==> config.mk <==
export PLATFORM = sky130hd
export DESIGN_NAME = gonso_color_fifo
export DESIGN_NICKNAME = d
export VERILOG_FILES = /design/src/rtl/gonso_pkg.sv /design/src/rtl/gonso_sync_fifo.sv /design/src/rtl/gonso_color_fifo.sv
export SDC_FILE = /design/constraint.sdc
export NUM_CORES = 1
export LEC_CHECK = 0
export CAP_MARGIN = 10
export CORE_MARGIN = 10
export CORE_UTILIZATION = 37
export DETAILED_ROUTE_END_ITERATION = 8
export HOLD_SLACK_MARGIN = 0.15
export SLEW_MARGIN = 20
export SYNTH_ARGS = -nofsm -noshare
export SYNTH_HDL_FRONTEND = slang
export SYNTH_SLANG_ARGS = --single-unit
==> constraint.sdc <==
create_clock -name clk -period 3.15 [get_ports clk]
set_input_delay 0.315 -clock clk [delete_from_list [all_inputs] [get_ports clk]]
set_output_delay 0.315 -clock clk [all_outputs]
set_load 0.01 [all_outputs]
==> src/rtl/gonso_pkg.sv <==
// rtl/gonso_pkg.sv - register offsets, STATUS/CTRL bit positions and decode helpers for the color FIFO
package gonso_pkg;

  localparam logic [31:0] OFS_DATA   = 32'h0;
  localparam logic [31:0] OFS_STATUS = 32'h4;
  localparam logic [31:0] OFS_CTRL   = 32'h8;

  localparam int ST_EMPTY_BIT = 8;
  localparam int ST_FULL_BIT  = 9;
  localparam int ST_OVF_BIT   = 10;
  localparam int ST_UNF_BIT   = 11;

  localparam int CTRL_FLUSH_BIT   = 0;
  localparam int CTRL_CLR_OVF_BIT = 1;
  localparam int CTRL_CLR_UNF_BIT = 2;

  typedef enum logic [1:0] {
    REG_DATA,
    REG_STATUS,
    REG_CTRL,
    REG_NONE
  } reg_sel_e;

  function automatic reg_sel_e decode_reg(input logic [31:0] addr, input logic [31:0] base);
    reg_sel_e sel;
    sel = REG_NONE;
    if (addr == base + OFS_DATA)   sel = REG_DATA;
    if (addr == base + OFS_STATUS) sel = REG_STATUS;
    if (addr == base + OFS_CTRL)   sel = REG_CTRL;
    return sel;
  endfunction

  function automatic logic [31:0] pack_status(input logic [7:0] count, input logic empty,
                                              input logic full, input logic ovf, input logic unf);
    logic [31:0] st;
    st               = 32'h0;
    st[7:0]          = count;
    st[ST_EMPTY_BIT] = empty;
    st[ST_FULL_BIT]  = full;
    st[ST_OVF_BIT]   = ovf;
    st[ST_UNF_BIT]   = unf;
    return st;
  endfunction

endpackage

==> src/rtl/gonso_sync_fifo.sv <==
// rtl/gonso_sync_fifo.sv - synchronous FIFO with registered count/full/empty and a flush input
module gonso_sync_fifo #(
  parameter int DEPTH = 16,
  parameter int WIDTH = 8
) (
  input  logic                       clk,
  input  logic                       rst,
  input  logic                       i_push,
  input  logic                       i_pop,
  input  logic                       i_flush,
  input  logic [WIDTH-1:0]           i_data,
  output logic [WIDTH-1:0]           o_data,
  output logic [$clog2(DEPTH):0]     o_count,
  output logic                       o_full,
  output logic                       o_empty
);

  localparam int PTR_W = $clog2(DEPTH);
  localparam int CNT_W = PTR_W + 1;

  logic [WIDTH-1:0] r_mem [DEPTH];
  logic [PTR_W-1:0] r_wr_ptr;
  logic [PTR_W-1:0] r_rd_ptr;
  logic [CNT_W-1:0] r_count;
  logic             r_full;
  logic             r_empty;

  logic             w_pop_ok;
  logic             w_push_ok;
  logic [CNT_W-1:0] w_count_nxt;

  // A pop on a full FIFO frees the slot the simultaneous push needs.
  assign w_pop_ok  = i_pop && !r_empty && !i_flush;
  assign w_push_ok = i_push && !i_flush && (!r_full || w_pop_ok);

  always_comb begin
    w_count_nxt = r_count;
    if (i_flush) begin
      w_count_nxt = '0;
    end else begin
      w_count_nxt = r_count + CNT_W'(w_push_ok) - CNT_W'(w_pop_ok);
    end
  end

  always_ff @(posedge clk) begin
    if (w_push_ok) begin
      r_mem[r_wr_ptr] <= i_data;
    end
  end

  always_ff @(posedge clk or posedge rst) begin
    if (rst) begin
      r_wr_ptr <= '0;
      r_rd_ptr <= '0;
      r_count  <= '0;
      r_full   <= 1'b0;
      r_empty  <= 1'b1;
    end else begin
      if (i_flush) begin
        r_wr_ptr <= '0;
        r_rd_ptr <= '0;
      end else begin
        if (w_push_ok) r_wr_ptr <= r_wr_ptr + PTR_W'(1);
        if (w_pop_ok)  r_rd_ptr <= r_rd_ptr + PTR_W'(1);
      end
      r_count <= w_count_nxt;
      r_full  <= (w_count_nxt == CNT_W'(DEPTH));
      r_empty <= (w_count_nxt == '0);
    end
  end

  assign o_data  = r_mem[r_rd_ptr];
  assign o_count = r_count;
  assign o_full  = r_full;
  assign o_empty = r_empty;

endmodule

==> src/rtl/gonso_color_fifo.sv <==
// rtl/gonso_color_fifo.sv - color capture FIFO drained over a Wishbone slave with sticky loss flags
module gonso_color_fifo
  import gonso_pkg::*;
#(
  parameter int          DEPTH     = 16,
  parameter int          WIDTH     = 8,
  parameter logic [31:0] BASE_ADDR = 32'h30030010
) (
  input  logic             clk,
  input  logic             rst,
  input  logic             color_valid_i,
  input  logic [WIDTH-1:0] color_i,
  input  logic             wbs_cyc_i,
  input  logic             wbs_stb_i,
  input  logic [31:0]      wishbone_address,
  input  logic             wbs_we_i,
  input  logic [31:0]      wbs_dat_i,
  input  logic [3:0]       wbs_sel_i,
  output logic [31:0]      wbs_dat_o,
  output logic             wbs_ack_o
);

  localparam int CNT_W = $clog2(DEPTH) + 1;

  logic        r_ack;
  logic [31:0] r_dat;
  logic        r_ovf;
  logic        r_unf;

  reg_sel_e         w_sel;
  logic             w_accept;
  logic             w_rd_data;
  logic             w_ctrl_wr;
  logic             w_flush;
  logic             w_clr_ovf;
  logic             w_clr_unf;
  logic             w_pop;
  logic             w_ovf_set;
  logic             w_unf_set;
  logic [WIDTH-1:0] w_head;
  logic [CNT_W-1:0] w_count;
  logic             w_full;
  logic             w_empty;
  logic [31:0]      w_status;
  logic [31:0]      w_rd_mux;
  logic             w_unused;

  assign w_unused = ^{wbs_dat_i[31:3], wbs_sel_i[3:1]};

  assign w_accept  = wbs_cyc_i && wbs_stb_i && !r_ack;
  assign w_sel     = decode_reg(wishbone_address, BASE_ADDR);
  assign w_rd_data = w_accept && !wbs_we_i && (w_sel == REG_DATA);
  assign w_ctrl_wr = w_accept && wbs_we_i && wbs_sel_i[0] && (w_sel == REG_CTRL);
  assign w_flush   = w_ctrl_wr && wbs_dat_i[CTRL_FLUSH_BIT];
  assign w_clr_ovf = w_ctrl_wr && wbs_dat_i[CTRL_CLR_OVF_BIT];
  assign w_clr_unf = w_ctrl_wr && wbs_dat_i[CTRL_CLR_UNF_BIT];

  assign w_pop     = w_rd_data && !w_empty;
  assign w_unf_set = w_rd_data && w_empty;
  // A push dropped by flush is intentional, so it is not counted as overflow.
  assign w_ovf_set = color_valid_i && w_full && !w_pop && !w_flush;

  gonso_sync_fifo #(
    .DEPTH (DEPTH),
    .WIDTH (WIDTH)
  ) u_fifo (
    .clk     (clk),
    .rst     (rst),
    .i_push  (color_valid_i),
    .i_pop   (w_pop),
    .i_flush (w_flush),
    .i_data  (color_i),
    .o_data  (w_head),
    .o_count (w_count),
    .o_full  (w_full),
    .o_empty (w_empty)
  );

  assign w_status = pack_status(8'(w_count), w_empty, w_full, r_ovf, r_unf);

  always_comb begin
    w_rd_mux = 32'h0;
    case (w_sel)
      REG_DATA:   if (!w_empty) w_rd_mux = 32'(w_head);
      REG_STATUS: w_rd_mux = w_status;
      default:    w_rd_mux = 32'h0;
    endcase
  end

  always_ff @(posedge clk or posedge rst) begin
    if (rst) begin
      r_ack <= 1'b0;
      r_dat <= 32'h0;
      r_ovf <= 1'b0;
      r_unf <= 1'b0;
    end else begin
      r_ack <= w_accept;
      if (w_accept && !wbs_we_i) begin
        r_dat <= w_rd_mux;
      end
      r_ovf <= w_ovf_set || (r_ovf && !w_clr_ovf);
      r_unf <= w_unf_set || (r_unf && !w_clr_unf);
    end
  end

  assign wbs_ack_o = r_ack;
  assign wbs_dat_o = r_dat;

endmodule
# Word level (Yosys, flattened, before mapping)
# Memory sizes are Yosys's and may differ from the RTL's.
# Cells that the tools add are included.
# Widths: inputs -> output; s select.
# totals
inputBits,82
wordCells,68
mem_bits_rw,128
out_inout_bits,33
reg_bits,50
mem_count,1
# op_classes
add_sub_neg,4
n_eq_ne,6
muxes,12
reduce_logical,36
# mem_list
name,depth,width,rd,rd_ports_with_merged_regs,wr,line_no,text
u_fifo.r_mem,16,8,1,0,1,gonso_sync_fifo.sv:21,logic [WIDTH-1:0] r_mem [DEPTH];
# op_table
op,n
$eq 32x30->1 const B,3
$pmux 32 s2,1
$logic_and 1x1->1,21
$mux 4,4
$add 4x1->4 const B,2
$logic_not 1->1,8
$mux 8,1
$mux 2,3
$add 5x1->5,1
$eq 5x5->1 const B,1
$logic_not 5->1,1
$mux 5,1
$sub 5x1->5,1
$reduce_bool 2->1,2
$logic_or 1x1->1,3
$eq 2x1->1 const B,1
$eq 2x2->1 const B,1
$logic_not 2->1,1
$mux 1,2

# Depth between registers and ports, before layout
# Gate-level depths: netlist of the first run.
# logic_depth
ltp_word,15
depth_mapped,15
ltp_nobuf,14

# Hierarchy
# From an unflattened synthesis of the first run, not the netlist that was laid out.
# unflattened
cells_unflattened,428
hier_area_um2,6904.1
# modules_own_cells
mod,seq_area_each_um2,n_inst,cells_per_inst,area_each_um2
gonso_sync_fifo,4220.3,1,320,5900.7
gonso_color_fifo,375.4,1,108,1003.5

# Worst setup path before layout of the first run
# Ideal clock, no wire load.
# synth_timing
path_type,input-to-reg
from,input port wishbone_address[21]
to,"register u_fifo.r_full, in the netlist u_fifo.o_full"
t_arrival_ps,2687
n_path_buf,1
setup_slack_ps,338
setup_ps,125
required_ps,3025
stages,15
path_cell_list,nor4b_1 > and4_1 > nand4_4 > buf_6 > inv_1 > ha_1 > inv_1 > ha_1 > inv_1 > fa_1 > nor2b_1 > o21ai_0 > nand2b_1 > xor2_1 > nor3_1
# synth_via
elab_chain_len,15
elab_cells_between_ends,22
classes_between,2 x add/sub; 5 x eq/ne; 4 x mux; 11 x reduce/logical
# synth_rtl
element,line_no,text
start: declaration,gonso_color_fifo.sv:15,"input logic [31:0] wishbone_address,"
$eq 32x30->1,gonso_pkg.sv:27,if (addr == base + OFS_DATA) sel = REG_DATA;
$mux 2,gonso_pkg.sv:27,
$mux 2,gonso_pkg.sv:28,if (addr == base + OFS_STATUS) sel = REG_STATUS;
$mux 2 *,gonso_pkg.sv:29,if (addr == base + OFS_CTRL) sel = REG_CTRL;
$eq 2x2->1 or $logic_not 2->1 (tied branches),"gonso_color_fifo.sv:53, gonso_color_fifo.sv:52",
$logic_and 1x1->1 (on tied branches),"gonso_color_fifo.sv:53, gonso_color_fifo.sv:52",
$logic_and 1x1->1 (on tied branches),"gonso_color_fifo.sv:54, gonso_color_fifo.sv:58",
$logic_not 1->1 or $logic_and 1x1->1 (tied branches),"gonso_sync_fifo.sv:33, gonso_sync_fifo.sv:34",
$logic_and 1x1->1,gonso_sync_fifo.sv:33,assign w_pop_ok = i_pop && !r_empty && !i_flush;
$logic_or 1x1->1,gonso_sync_fifo.sv:34,assign w_push_ok = i_push && !i_flush && (!r_full || w_pop_ok);
$logic_and 1x1->1,gonso_sync_fifo.sv:34,
$add 5x1->5,gonso_sync_fifo.sv:41,w_count_nxt = r_count + CNT_W'(w_push_ok) - CNT_W'(w_pop_ok);
$sub 5x1->5,gonso_sync_fifo.sv:41,
$mux 5 *,gonso_sync_fifo.sv:38,if (i_flush) begin
$eq 5x5->1 *,gonso_sync_fifo.sv:67,r_full <= (w_count_nxt == CNT_W'(DEPTH));
end signal: assignment,gonso_sync_fifo.sv:67,
end: declaration,gonso_sync_fifo.sv:25,logic r_full;
# Every way passes the cells marked *; elsewhere a longest branch is shown, timed or not.
# A chain may end at the register's enable or synchronous reset.

# Final worst setup path of the first run
# layout_timing
from,input port wishbone_address[29]
to,"register u_fifo.r_full, in the netlist u_fifo.o_full"
# Same word-level chain as after synthesis.

==> qor.yml, run 1 <==
global_routing:
  grt_pass1_vias: 4127
  antenna_found_initial: 0
  grt_pass1_wl_um: 23600
  grt_use_total_pct: 12.8
  grt_max_degree: 36
  grt_overflow: 0
worst_setup_path:
  rrSetupSlack_ps: 550
  critPathLaunch: "wishbone_address[29]"
  critPathMaxStageDelay_ps: 470
  required_ps: 3450
  cp_top_family: "simple AND/OR/NAND/NOR gates"
  rr_startpoint: "wbs_ack_o"
  critPathCaptureType: "flop"
  critPathArrivalTime_ps: 3240
  path_class: "in2reg"
  start_kind: "primary input"
  crit_path_frequent_cell: "inv_1"
  cp_slowest_cell: "clkdlybuf4s50_1"
  path_cells: "clkdlybuf4s50_1, nor4bb_2, and4_4, nand4_4, inv_1, ha_1, inv_1, ha_1, inv_1, fa_1, nor2b_1, o21ai_0, nand2b_1, xor2_1, nor3_1"
  crit_path_max_fanout: 4
  path_buf_inv: 4
logic_synthesis:
  synth_compound_area_share_pct: 4.65
  synth-adder-area-share_pct: 2.11
  synth-async-reset-ratio_pct: 19.0
  synth_seq_cells: 158
  synthesis.area_um2: 6890
  synthXorXnorAreaFrac_pct: 0.763
  synth_cell_types: 50
  synthMuxAreaShare_pct: 13.1
  synth-seq-area-share_pct: 66.7
  syn_avg_cell_area_um2: 16.5
  synth_top_family_by_area: "multiplexers"
  synth_flop_cell: "edfxtp_1"
  synth-edff-count: 128
  synth_cells: 418
  synth-warning-count: 0
  yosys.area_share.simple_pct: 8.13
power:
  power_frac_clock_pct: 36.2
  ir_drop_uv: 416
  cellPowerDensity_nw_per_um2: 665
  leakagePower_nw: 3.03
  internal_power_w: 0.00416
  p_comb_share_pct: 17.1
  power.switching_w: 0.00154
  switching_share_pct: 27.0
  pwr-share-seq_pct: 46.7
floorplanning:
  die_area_um2: 24500
  die_y_um: 156
  die_w_um: 156
  rows: 49
  core_region_area_um2: 18100
  initial_utilization_pct: 38.0
  ios: 115
sta:
  finalCritPeriodShare_pct: 93.3
  skew_ps: 8.29
  max_freq_ghz: 0.340
  hold_viol: 0
  maxSlewViolCount: 0
  worstMarginPinSlew_ps: 1110
  period_needed_ps: 2940
  setup_ws_ps: 210
  maxSlewHeadroom_pct: 26.1
  setup_violations: 0
cells_and_area:
  diodes: 0
  syn_to_final_growth_pct: 24.5
  final_common_cell: "edfxtp_1"
  drive_gt1_share_pct: 25.9
  nets: 617
  finalNonFillerCells: 766
  mostFrequentLayoutCells: "edfxtp_1 (128), clkdlybuf4s50_1 (62), buf_4 (43), mux4_2 (32), nor2_1 (31)"
clock_tree:
  clkLatencyLatePin_ps: 420
  clock-sinks: 158
  h-tree-depth: 4
  clockBufferDepth: 2
  clkTransAtPathRegs_ps: 60
  cts_tree: "built"
  root_buffer: "clkbuf_16"
  ctsHoldBuffers: 0
  cts_buffers: 17
routing:
  drt_wl_total_um: 15300
  final_antenna_net_count: 0
  vias: 3904
  dr.pass1.iters: 4
  first_iter_violations: 290
  drc: 0
  avgViaCountPerCell: 5.10
  wl_per_cell_um: 20.0
place:
  dp.cells: 734
  dp_hpwl_um: 10700
  pre_cts_ws_ps: -288
  place_congestion: 0.791
  port_buffers: 62
status:
  status: "finished clean"
run:
  cap_violations: 0
min_path:
  hold_path_class: "in2async"
==> stage by stage <==
stage          power [W]  cell area, µm²  utilization [%]  TNS, ps  hold WS [ps]
6_report         0.00570            8580             47.3        0           310
5_1_grt          0.00598            8580             47.3    -29.9           368
4_1_cts          0.00575            8560             47.2        0           330
3_5_place_dp     0.00368            7960             43.9     -727           477
3_3_place_gp     0.00363            7960             43.9     -310           474
2_1_floorplan    0.00330            6960                -        0           405
==> synth_stat cells (3+ instances only) <==
library cell / number / share of area (%)
edfxtp_1: 128 / 56
nand2b_1: 3 / 0.27
nor4b_1: 3 / 0.38
ha_1: 10 / 1.8
mux2_2: 8 / 1.3
a22o_1: 8 / 1.0
a21oi_1: 12 / 0.87
nor3_1: 3 / 0.22
and4bb_2: 3 / 0.54
mux2i_1: 9 / 1.3
nor2_1: 31 / 1.7
o21ai_0: 11 / 0.80
mux4_2: 32 / 10
nand3_1: 8 / 0.58
nor4_1: 6 / 0.54
a211oi_1: 4 / 0.44
buf_6: 3 / 0.49
inv_1: 16 / 0.87
nand2_1: 9 / 0.49
buf_2: 7 / 0.51
dfrtp_1: 29 / 11
xor2_1: 4 / 0.51
buf_4: 21 / 2.3
nand4_1: 3 / 0.27
clkbuf_1: 6 / 0.33
nor3_2: 4 / 0.58
nor2b_1: 7 / 0.64
a22oi_1: 5 / 0.54
==> per-layer routing <==
metal | GRT usage, % | vias to the layer above | wire [µm]
li1 | - | 1800 | -
met1 | 16.7 | 1948 | 6830
met2 | 19.6 | 146 | 6930
met3 | 4.28 | 10 | 1420
met4 | 4.00 | 0 | 144
met5 | 0 | - | 0
==> final cells by class <==
cell class / count / area [µm²]
inverters: 16 / 60.1
repair buffers: 106 / 963
flip-flops and latches: 158 / 4600
well taps: 229 / 287
clock inverters: 15 / 175
fillers: 1567 / 9570
multi-input cells: 225 / 2070
clock buffers: 17 / 425
==> timing repair <==
item,4_1_cts,5_1_grt
endpoints found under the setup margin,0,2
gates resized for setup,0,4
buffers inserted,0,0
==> flip-flops by register name, summed over array words and instances, names as in the netlist <==
name             count
u_fifo.r_mem       128
wbs_dat_o           12
u_fifo.o_count       5
u_fifo.r_rd_ptr      4
u_fifo.r_wr_ptr      4
r_ovf                1
r_unf                1
u_fifo.o_empty       1
u_fifo.o_full        1
wbs_ack_o            1
==> power by group through the flow <==
stage	combinational, W	clock (W)	sequential, W
global placement	0.000943	0	0.00269
detailed placement	0.000970	0	0.00271
finish	0.000973	0.00206	0.00267
global route	0.00109	0.00219	0.00269
CTS	0.000980	0.00210	0.00267
floorplan	0.000662	0	0.00264
==> final timing paths <==
kind                                     endpoint  depth (start not counted)
max in group asynchronous          u_fifo.o_empty                          3
worst min register to register      wbs_dat_o[11]                          1
worst max register to register      u_fifo.o_full                         13
min in group clk                    wbs_dat_o[11]                          1
worst max-delay path                u_fifo.o_full                         15
worst min-delay path            u_fifo.o_count[4]                          2
==> cells by family after synthesis <==
group / after synthesis
mux: 49
simple gates: 92
buf+inv: 54
flops: 158
xor+xnor: 6
fa+ha+maj: 11
compound gates: 47
other cells: 1
Power figures use the tool's default switching activity.
==> run 2, diff against run 1 <==
--- a/config.mk
+++ b/config.mk
@@ -10,6 +10,7 @@
 export CORE_UTILIZATION = 37
 export DETAILED_ROUTE_END_ITERATION = 8
 export HOLD_SLACK_MARGIN = 0.15
+export SKIP_LAST_GASP = 1
 export SLEW_MARGIN = 20
 export SYNTH_ARGS = -nofsm -noshare
 export SYNTH_HDL_FRONTEND = slang
==> results of run 2 <==
No change in the layout: final DEF, timing and power equal those of run 1.
==> run 3, diff against run 2 <==
--- a/config.mk
+++ b/config.mk
@@ -7,9 +7,10 @@
 export LEC_CHECK = 0
 export CAP_MARGIN = 10
 export CORE_MARGIN = 10
-export CORE_UTILIZATION = 37
+export CORE_UTILIZATION = 53
 export DETAILED_ROUTE_END_ITERATION = 8
 export HOLD_SLACK_MARGIN = 0.15
+export PLACE_DENSITY = 0.8
 export SKIP_LAST_GASP = 1
 export SLEW_MARGIN = 20
 export SYNTH_ARGS = -nofsm -noshare
==> qor.yml, run 3 (synthesis results as in run 1) <==
place:
  dp_hpwl_um: 9960
  dp.cells: 667
  place_congestion: 0.811
  port_buffers: 62
sta:
  setup_violations: 0
  skew_ps: 8.16
  finalCritPeriodShare_pct: 93.0
  hold_viol: 0
  maxSlewViolCount: 0
  worstMarginPinSlew_ps: 1070
  maxSlewHeadroom_pct: 28.5
  max_freq_ghz: 0.341
  rsz0062_at_grt: "false"
  setup_tns_ps: 0
  period_needed_ps: 2930
worst_setup_path:
  path_cells: "clkdlybuf4s50_1, nor4_2, and4_1, nand4_4, inv_1, ha_1, inv_1, ha_1, inv_1, fa_1, nor2b_1, o21ai_0, nand2b_1, xor2_1, nor3_1"
  critPathArrivalTime_ps: 3240
  crit_path_frequent_cell: "inv_1"
  required_ps: 3460
  crit_path_max_fanout: 4
  rr_startpoint: "wbs_ack_o"
  critPathCaptureType: "flop"
  start_kind: "primary input"
  path_class: "in2reg"
  critPathMaxStageDelay_ps: 440
  r2r_cells: 13
  rrSetupSlack_ps: 450
  cp_slowest_cell: "fa_1"
  critPathLaunch: "wishbone_address[7]"
clock_tree:
  clkLatencyLatePin_ps: 430
  cts_tree: "built"
  root_buffer: "clkbuf_16"
  clockBufferDepth: 2
  cts_buffers: 17
  clock-sinks: 158
  clkTransAtPathRegs_ps: 60
  h-tree-depth: 4
cells_and_area:
  finalNonFillerCells: 699
  nets: 607
  diodes: 0
  syn_to_final_growth_pct: 22.4
  top_register: "u_fifo.r_mem"
  final_common_cell: "edfxtp_1"
  drive_gt1_share_pct: 24.1
  mostFrequentLayoutCells: "edfxtp_1 (128), clkdlybuf4s50_1 (62), buf_4 (34), mux4_2 (32), nor2_1 (31)"
  largest_register_ffs: 128
  utilization_pct: 66.6
floorplanning:
  die_y_um: 134
  initial_utilization_pct: 54.4
  die_area_um2: 18000
  ios: 115
  die_w_um: 134
  core_region_area_um2: 12700
  rows: 41
global_routing:
  grt_max_degree: 36
  grt_pass1_wl_um: 23600
  grt_use_total_pct: 17.3
  grt_overflow: 0
  antenna_found_initial: 0
  grt_pass1_vias: 4286
run:
  cap_violations: 0
routing:
  dr.pass1.iters: 5
  final_antenna_net_count: 0
  drt_wl_total_um: 14900
  first_iter_violations: 225
  avgViaCountPerCell: 5.73
  vias: 4005
  wl_per_cell_um: 21.4
  drc: 0
power:
  ir_drop_uv: 542
  cellPowerDensity_nw_per_um2: 684
  leakagePower_nw: 2.97
min_path:
  hold_path_class: "in2async"
status:
  status: "finished clean"
## run 3: changes by cell type in the layout (fill, tap and decap cells not counted), moves of 2 or more
cell        previous run  this run
inv_8                  4         0
buf_4                 43        34
bufinv_16              2         4
inv_6                  4         1
clkinvlp_4             1         4
## run 3: final timing paths
| path | end |
|---|---|
| hold reg to reg | wbs_dat_o[11] |
| max in group asynchronous | u_fifo.r_rd_ptr[0] |
| setup reg to reg | u_fifo.o_full |
| min in group clk | r_unf |
| setup / recovery | u_fifo.o_full |
| hold / removal | u_fifo.r_rd_ptr[3] |
## run 3: critical path: cells and delay by family
kind	cells	cell delay (ps)
adders and majority gates	3	830
AOI/OAI and AO/OA	1	90
buffers and inverters	4	670
and+or+nand+nor	6	1120
xor gates and xnor gates	1	200
## run 3: report_power, final
group / total, W / switching (W) / internal [W] / leakage (nW)
Combinational: 0.000973 / 0.000545 / 0.000428 / 1.13
Sequential: 0.00268 / 0.000144 / 0.00253 / 1.55
Clock: 0.00212 / 0.000797 / 0.00132 / 0.288
## run 3: per-layer routing
layer  share of wire [%]  vias up  track usage, %
met5                   0        -               0
met4                 2.3        0            6.89
met3                 7.9       26            5.27
met2                  49      175            28.5
met1                  41     2027            20.8
li1                    -     1777               -
## run 3: repair_timing
| item | 4_1_cts | 5_1_grt |
|---|---|---|
| gates resized for setup | 0 | 2 |
| hold buffers | 0 | 0 |
| setup endpoints to repair | 0 | 2 |
| setup buffers | 0 | 0 |
## run 3: area by class of cell
type | count | area, µm²
sequential | 158 | 4600
fill | 863 | 4240
multi-input combinational | 225 | 2070
timing repair buffer | 96 | 876
clock buffer | 18 | 429
tap | 172 | 215
clock inverter | 14 | 191
inverter | 16 | 60.1
## run 3: stage by stage
stage / area (µm²) / setup slack (ps) / hold WS, ps / total power [W]
2_1_floorplan: 6960 / 338 / 405 / 0.00330
3_3_place_gp: 7800 / -91.9 / 473 / 0.00360
3_5_place_dp: 7800 / -242 / 483 / 0.00368
4_1_cts: 8420 / 162 / 309 / 0.00579
5_1_grt: 8430 / 2.98 / 360 / 0.00601
6_report: 8430 / 221 / 296 / 0.00577
